--- src/rtl/sweep_counter_ctrl.sv ---
// sweep_counter_ctrl: command-driven sequencer for an 8-bit loadable up/down counter.
// Produces ramp (start->end) or triangle (start->end->start) sweeps. Each value is held
// for dwell+1 cycles, and the sweep repeats reps+1 times. The controller tracks the value
// the counter should hold (exp_q) so that it can decide when a leg is finished.
//
// Optional build macro: SWEEP_CHECK_EN. When it is defined, ctr_value is compared against
// the tracked value in every RUN cycle, and a mismatch sets the sticky err flag. The flag
// clears on the next command accept. When the macro is undefined, err is tied low.
//
// Ports:
//   clk, reset           clock; asynchronous active-low reset
//   cmd_valid/cmd_ready  command handshake (ready only while idle)
//   cmd_start/cmd_end    sweep start and turn/final value
//   cmd_mode             0 = ramp, 1 = triangle
//   cmd_reps             repetitions minus one
//   cmd_dwell            extra hold cycles per value
//   abort                synchronous abort of a running sweep
//   ctr_load/ctr_parallel/ctr_dir/ctr_pause  counter controls
//   ctr_value            counter readback (checker only)
//   busy, done, aborted  status; done and aborted are one-cycle pulses
//   err                  sticky readback mismatch
module sweep_counter_ctrl #(
  parameter int unsigned W  = 8,
  parameter int unsigned DW = 4
) (
  input  logic          clk,
  input  logic          reset,
  input  logic          cmd_valid,
  output logic          cmd_ready,
  input  logic [W-1:0]  cmd_start,
  input  logic [W-1:0]  cmd_end,
  input  logic          cmd_mode,
  input  logic [DW-1:0] cmd_reps,
  input  logic [DW-1:0] cmd_dwell,
  input  logic          abort,
  output logic          ctr_load,
  output logic [W-1:0]  ctr_parallel,
  output logic          ctr_dir,
  output logic          ctr_pause,
  input  logic [W-1:0]  ctr_value,
  output logic          busy,
  output logic          done,
  output logic          aborted,
  output logic          err
);

  localparam logic [W-1:0]  OneW  = W'(1);
  localparam logic [DW-1:0] OneDw = DW'(1);

  typedef enum logic [1:0] {StIdle, StLoad, StRun, StDone} state_e;

  state_e        state_q, state_d;
  logic [W-1:0]  start_q, start_d, end_q, end_d, exp_q, exp_d;
  logic          mode_q, mode_d, up_q, up_d, leg_q, leg_d, aborted_q, aborted_d;
  logic [DW-1:0] reps_q, reps_d, dwell_q, dwell_d, dcnt_q, dcnt_d;

  logic          accept, dwell_done, turn, eff_leg, eff_up, at_target, step;
  logic [W-1:0]  target;

  assign accept     = (state_q == StIdle) && cmd_valid;
  assign dwell_done = (dcnt_q >= dwell_q);
  // At the turn value of a triangle, leg 1 is evaluated in the same cycle, so the turn
  // value is held only once and the down step happens straight away.
  assign turn       = mode_q && !leg_q && (exp_q == end_q);
  assign eff_leg    = leg_q || turn;
  assign target     = eff_leg ? start_q : end_q;
  assign eff_up     = eff_leg ? !up_q : up_q;
  assign at_target  = (exp_q == target);
  assign step       = (state_q == StRun) && dwell_done && !at_target;

  always_comb begin
    state_d   = state_q;
    start_d   = start_q;
    end_d     = end_q;
    mode_d    = mode_q;
    up_d      = up_q;
    reps_d    = reps_q;
    dwell_d   = dwell_q;
    exp_d     = exp_q;
    dcnt_d    = dcnt_q;
    leg_d     = leg_q;
    aborted_d = 1'b0;
    unique case (state_q)
      StIdle: begin
        if (accept) begin
          state_d = StLoad;
          start_d = cmd_start;
          end_d   = cmd_end;
          mode_d  = cmd_mode;
          reps_d  = cmd_reps;
          dwell_d = cmd_dwell;
          up_d    = (cmd_end >= cmd_start);
        end
      end
      StLoad: begin
        exp_d   = start_q;
        dcnt_d  = '0;
        leg_d   = 1'b0;
        state_d = StRun;
      end
      StRun: begin
        if (!dwell_done) begin
          dcnt_d = dcnt_q + OneDw;
        end else if (!at_target) begin
          exp_d  = eff_up ? exp_q + OneW : exp_q - OneW;
          dcnt_d = '0;
          leg_d  = eff_leg;
        end else if (reps_q != '0) begin
          reps_d  = reps_q - OneDw;
          state_d = StLoad;
        end else begin
          state_d = StDone;
        end
      end
      StDone:  state_d = StIdle;
      default: state_d = StIdle;
    endcase
    if (abort && (state_q != StIdle)) begin
      state_d   = StIdle;
      aborted_d = 1'b1;
    end
  end

  always_ff @(posedge clk or negedge reset) begin
    if (!reset) begin
      state_q   <= StIdle;
      start_q   <= '0;
      end_q     <= '0;
      mode_q    <= 1'b0;
      up_q      <= 1'b0;
      reps_q    <= '0;
      dwell_q   <= '0;
      exp_q     <= '0;
      dcnt_q    <= '0;
      leg_q     <= 1'b0;
      aborted_q <= 1'b0;
    end else begin
      state_q   <= state_d;
      start_q   <= start_d;
      end_q     <= end_d;
      mode_q    <= mode_d;
      up_q      <= up_d;
      reps_q    <= reps_d;
      dwell_q   <= dwell_d;
      exp_q     <= exp_d;
      dcnt_q    <= dcnt_d;
      leg_q     <= leg_d;
      aborted_q <= aborted_d;
    end
  end

`ifdef SWEEP_CHECK_EN
  logic err_q, err_d;

  // The counter reflects exp_q in every RUN cycle (loaded or stepped on the previous edge).
  always_comb begin
    err_d = err_q;
    if (accept) begin
      err_d = 1'b0;
    end else if ((state_q == StRun) && (ctr_value != exp_q)) begin
      err_d = 1'b1;
    end
  end

  always_ff @(posedge clk or negedge reset) begin
    if (!reset) begin
      err_q <= 1'b0;
    end else begin
      err_q <= err_d;
    end
  end

  assign err = err_q;
`else
  logic unused_ctr_value;
  assign unused_ctr_value = ^ctr_value;
  assign err = 1'b0;
`endif

  assign cmd_ready    = (state_q == StIdle);
  assign busy         = (state_q != StIdle);
  assign ctr_load     = (state_q == StLoad);
  assign ctr_parallel = start_q;
  assign ctr_dir      = (state_q == StRun) ? eff_up : 1'b1;
  assign ctr_pause    = !step;
  assign done         = (state_q == StDone);
  assign aborted      = aborted_q;

endmodule
--- config.mk ---
export PLATFORM = sky130hd
export DESIGN_NAME = sweep_counter_ctrl
export DESIGN_NICKNAME = d
export VERILOG_FILES = /design/src/rtl/sweep_counter_ctrl.sv
export SDC_FILE = /design/constraint.sdc
export NUM_CORES = 1
export LEC_CHECK = 0
export BUFFER_PORTS_ARGS = -buffer_cell sky130_fd_sc_hd__buf_2
export CORE_MARGIN = 2
export CORE_UTILIZATION = 55
export DETAILED_ROUTE_END_ITERATION = 16
export GPL_TIMING_DRIVEN = 0
export PLACE_DENSITY = 0.9
export SYNTH_ARGS = -nofsm -noshare
export SYNTH_HDL_FRONTEND = slang
export SYNTH_SLANG_ARGS = --single-unit
--- constraint.sdc ---
create_clock -name clk -period 3.63 [get_ports clk]
set_input_delay 0.363 -clock clk [delete_from_list [all_inputs] [get_ports clk]]
set_output_delay 0.363 -clock clk [all_outputs]
set_load 0.05 [all_outputs]
==> flow_summary.toml, run 1 <==
[floorplanning]
rows = 26
ios = 53
core_area_um2 = 5140
initial_core_util = 0.574
die_h_um = 77.2
die_x_um = 77.2
dieArea_um2 = 5960

[logic_synthesis]
synth_area_leaders = "dfrtp_1 (36%), ha_1 (8.5%), mux2_2 (5.0%), nand2_1 (3.4%), a21oi_1 (3.4%)"
ys_types = 60
synth-edff-count = 0
synth-seq-area-share = 0.357
yosysMostFrequentCell = "dfrtp_1"
synth_top_cell_by_area = "dfrtp_1"
syn_inst = 308
syn-num-nets = 365
synth-async-reset-ratio = 1.00
synth.avg_cell_area_um2 = 9.57
synth_common_cells = "dfrtp_1 (42), nand2_1 (27), inv_1 (24)"
synth_warnings = 0
synth_top_cell_area_share = 0.357
synth_seq_cells = 42
ys.flop_type = "dfrtp_1"
syn_area_um2 = 2950

[sta]
fin_crit_sh = 0.797
grt_setup_unrepaired = "no"
max_slew_margin = 0.373
period_minus_slack_ns = 2.89
fmax_mhz = 345
finalSetupViolCount = 0
tightest_slew_ns = 0.940
slew_viol_final = 0
hold-worst-slack_ns = 0.194
final.setup.tns_ns = 0
skew_ns = 0.0117
hold_viol = 0

[detailed_routing]
drt_wl_total_mm = 6.66
dr_wl_met3_um = 465
vias = 2523
dr.pass1.iters = 4
via_per_inst = 5.88
wire_per_inst_um = 15.5
antenna_left = 0
m1WireLength_mm = 2.88
drt-initial-drc-count = 191
dr_wl_met2_mm = 3.22
maxUsedRoutingLayer = "met4"
drc = 0

[final_layout]
n_antenna_cell = 0
finalNetCount = 415
area_growth_pct = 14.1
utilization = 0.655
drive_gt1_frac = 0.265
final_cells = 429

[grt]
overflow = 0
first_global_vias = 2332
grt.total_usage = 0.231
grt_first_pass_wirelength_mm = 11.0
grt_max_degree = 43
antenna_found_initial = 0

[cts]
root_buffer = "clkbuf_8"
numCtsBuffers = 5
cts_buffer_depth = 2
cts_sinks = 42
clkSlewWorstSetupHoldPaths_ns = 0.09
htreeDepth = 2
ctsHoldBuffers = 0
cts_setup_buffers = 0
cts_resized = 0
cts_tree = "done"
clk_latency_ns = 0.31

[placement]
gp_congestion = 0.877
io_buffers = 43
dpl.hpwl_mm = 5.05
dp.cells = 421

[critical_path]
critPathLaunchType = "flip-flop"
r2r_start = "exp_q[0]"
required_ns = 3.83
reg2reg_depth = 12
r2r_end = "exp_q[6]"
critPathArrivalTime_ns = 3.09
r2r_slack_ns = 0.74
critPathKind = "reg2reg"
critical_path.max_fanout = 10
cp-end-kind = "flip-flop"

[worst_hold_path]
hold_path_class = "in2async"

[pwr]
ir_drop_mv = 0.545
p_per_area_nw_per_um2 = 933
power.leakage_uw = 0.00161

[flow_run]
cap_violations = 0

[run_status]
status = "completed"
sequential cells by signal, summed over array words and instances, names as in the netlist:
| register | cells |
|---|---|
| mode_q | 1 |
| end_q | 8 |
| ctr_parallel | 8 |
| dwell_q | 4 |
| dcnt_q | 4 |
| up_q | 1 |
| reps_q | 4 |
| state_q | 2 |
| leg_q | 1 |
| exp_q | 8 |
| aborted | 1 |
per-stage QoR:
| step | area [um2] | power [uW] | setup slack [ns] |
|---|---|---|---|
| 2_1_floorplan | 2950 | 2330 | 1.09 |
| 3_3_place_gp | 3250 | 2670 | 0.854 |
| 3_5_place_dp | 3250 | 2740 | 0.782 |
| 4_1_cts | 3360 | 3130 | 0.760 |
| 5_1_grt | 3360 | 3350 | 0.507 |
| 6_report | 3360 | 3140 | 0.735 |
report_power, final:
| group | switching [uW] | leakage [uW] | internal, uW |
|---|---|---|---|
| combinational | 1180 | 0.00104 | 695 |
| clock | 179 | 0.0000504 | 205 |
| sequential | 199 | 0.000512 | 680 |
per-layer routing:
metal / up-vias / global-route usage
met4: 0 / 0.0768
met5: - / 0
met1: 1214 / 0.312
li1: 1200 / -
met3: 11 / 0.0482
met2: 98 / 0.370
logic make-up after synthesis:
group,share of synthesized area
multiplexers,0.0751
XOR/XNOR,0.0709
adder cells (fa/ha/maj),0.0849
buffers and inverters,0.0615
AO/OA/AOI/OAI,0.190
other,0.00127
AND/OR/NAND/NOR,0.160
flip-flops,0.357
cell usage in the layout, fill, tap and decap left out, types with 2 or more instances in the layout:
cell type,instances
and3_1,6
mux2_2,13
nand4_1,3
xor2_1,11
o211ai_1,4
xnor2_1,6
dfrtp_1,42
buf_2,49
a21oi_1,20
clkbuf_8,5
nor2_1,11
nand2_1,27
o2111ai_2,2
o21ai_1,6
nand3_1,9
nor4_1,3
nand2b_1,4
clkinvlp_4,2
a22oi_1,2
ha_1,20
mux2i_1,6
o21ai_0,14
xor2_2,2
clkbuf_1,6
a21o_1,9
inv_1,24
nor3_1,12
o22a_1,4
a31oi_1,2
buf_6,2
how the worst max path moves through the flow:
stage / startpoint / to / slack [ns] / depth (start not counted)
floorplan: state_q[0] / reps_q[0] / 1.09 / 8
global placement: exp_q[0] / exp_q[6] / 0.85 / 12
detailed placement: exp_q[6] / exp_q[4] / 0.78 / 12
CTS: exp_q[6] / exp_q[4] / 0.76 / 12
global route: exp_q[6] / exp_q[6] / 0.51 / 12
finish: exp_q[0] / exp_q[6] / 0.74 / 12
worst max-delay path, cell delays in order, from the launching register on:
cell,delay [ns]
dfrtp_1,0.40
buf_6,0.15
xor2_2,0.20
nor4_2,0.32
a41o_2,0.30
xor2_4,0.34
xnor2_1,0.11
ha_1,0.25
and3_2,0.21
mux2i_1,0.22
nor3_1,0.07
a21oi_1,0.13
o21ai_1,0.07
final cells by class:
cell class              count  area (um2)
fillers                   428        1780
multi-input cells         225        1720
flip-flops and latches     42        1050
repair buffers             43         215
plain buffers              17        91.3
inverters                  24        90.1
well taps                  70        87.6
clock buffers               5        68.8
clock inverters             3        45.0
Note: power is estimated with default switching activity, not from simulation.
==> inputs of run 2 (changes only) <==
clock period = 2.8 ns   (was 3.63 ns; I/O delays follow)
==> flow_summary.toml, run 2 (same netlist as run 1, synthesis figures left out) <==
[run_status]
status = "completed"

[grt]
grt.total_usage = 0.235
overflow = 0
grt_first_pass_wirelength_mm = 11.2
antenna_found_initial = 0
grt_max_degree = 43
first_global_vias = 2348

[placement]
io_buffers = 43
pre_cts_slack_ns = -0.0481
dpl.hpwl_mm = 5.05
gp_congestion = 0.877

[final_layout]
utilization = 0.667
final_cell_mix = "buf_2 (49), dfrtp_1 (42), nand2_1 (27)"
area_growth_pct = 16.2
finalNetCount = 419
n_antenna_cell = 0
drive_gt1_frac = 0.284
mostFrequentLayoutCell = "buf_2"

[critical_path]
cp_slowest_stage_delay_ns = 0.40
r2r_end = "reps_q[2]"
r2r_start = "exp_q[0]"
critPathArrivalTime_ns = 2.40
r2r_slack_ns = 0.17
cp_cell_sequence = "buf_6 > xor2_2 > nor4_4 > and4_4 > o221ai_2 > a41oi_2 > nand2_1 > buf_2"
required_ns = 2.52
reg2reg_depth = 9
critPathLaunchType = "flip-flop"
critical-path-slowest-cell = "dfrtp_1"
cp-end-kind = "output pin"
crit_family = "simple AND/OR/NAND/NOR gates"
critical_path.max_fanout = 9
critPathLaunch = "exp_q[0]"
critPathKind = "reg2out"
path_buf_inv = 2

[cts]
htreeDepth = 2
clk_latency_ns = 0.31
numCtsBuffers = 5
cts_sinks = 42
ctsHoldBuffers = 0
root_buffer = "clkbuf_8"
cts_tree = "done"
clkSlewWorstSetupHoldPaths_ns = 0.09
cts_buffer_depth = 2

[detailed_routing]
antenna_left = 0
wire_per_inst_um = 16.1
drt-initial-drc-count = 242
drc = 0
dr.pass1.iters = 4
drt_wl_total_mm = 6.98
vias = 2572
via_per_inst = 5.94

[sta]
max_slew_margin = 0.373
tightest_slew_ns = 0.941
finalSetupViolCount = 0
slew_viol_final = 0
period_minus_slack_ns = 2.68
hold_viol = 0
skew_ns = 0.0110
fin_crit_sh = 0.959
fmax_mhz = 373
fin_ws_ns = 0.116

[floorplanning]
core_area_um2 = 5140
ios = 53
initial_core_util = 0.574
dieArea_um2 = 5960
die_h_um = 77.2
die_x_um = 77.2
rows = 26

[pwr]
ir_drop_mv = 0.745
power.leakage_uw = 0.00162
p_per_area_nw_per_um2 = 1220

[worst_hold_path]
hold_path_class = "in2async"

[flow_run]
cap_violations = 0
[run 2: stage by stage]
stage	hold slack, ns	setup TNS, ns	instance area [um2]	instances	total power [uW]
after global routing	0.181	-0.0697	3430	433	4470
after floorplan	-0.0156	0	2950	308	3030
after global placement	0.468	0	3250	421	3460
after CTS	0.145	0	3380	431	4090
final	0.113	0	3430	433	4190
after detailed placement	0.475	-0.0788	3250	421	3550
[run 2: worst max-delay path by stage]
stage | endpoint | slack, ns | cells after the start
final | ctr_pause | 0.12 | 8
after global routing | reps_q[2] | -0.05 | 9
after CTS | ctr_pause | 0.02 | 9
after detailed placement | exp_q[4] | -0.05 | 12
after global placement | exp_q[6] | 0.02 | 12
after floorplan | reps_q[0] | 0.26 | 8
[run 2: worst register-to-register path: cells and delay by family (launching register included)]
family | cells | cell delay (ns)
AO/OA/AOI/OAI | 3 | 0.79
AND/OR/NAND/NOR | 3 | 0.68
flip-flops | 1 | 0.40
buffers and inverters | 1 | 0.15
multiplexers | 1 | 0.32
XOR/XNOR | 1 | 0.20
[run 2: report_power, final]
group,total (uW),switching (uW),internal (uW)
sequential,1140,262,882
clock,498,233,265
combinational,2550,1600,947
total,4190,2100,2090
[run 2: cell type report]
type,instances,area [um2]
timing repair buffer,47,245
fill,412,1710
tap,70,87.6
multi-input combinational,225,1750
inverter,24,90.1
clock buffer,5,68.8
buffer,17,91.3
clock inverter,3,45.0
sequential,42,1050
[run 2: per-layer routing]
metal | vias to the layer above | GRT usage | share of wire
met3 | 13 | 0.0471 | 0.074
met5 | - | 0 | 0
met1 | 1244 | 0.317 | 0.41
met4 | 0 | 0.0804 | 0.019
li1 | 1204 | - | -
met2 | 111 | 0.378 | 0.49
[run 2: repair_timing]
action | 4_1_cts | 5_1_grt
endpoints found under the hold margin | 0 | 0
gates resized for setup | 1 | 6
buffers inserted | 2 | 2
pin swaps | 0 | 1
endpoints found under the setup margin | 2 | 4
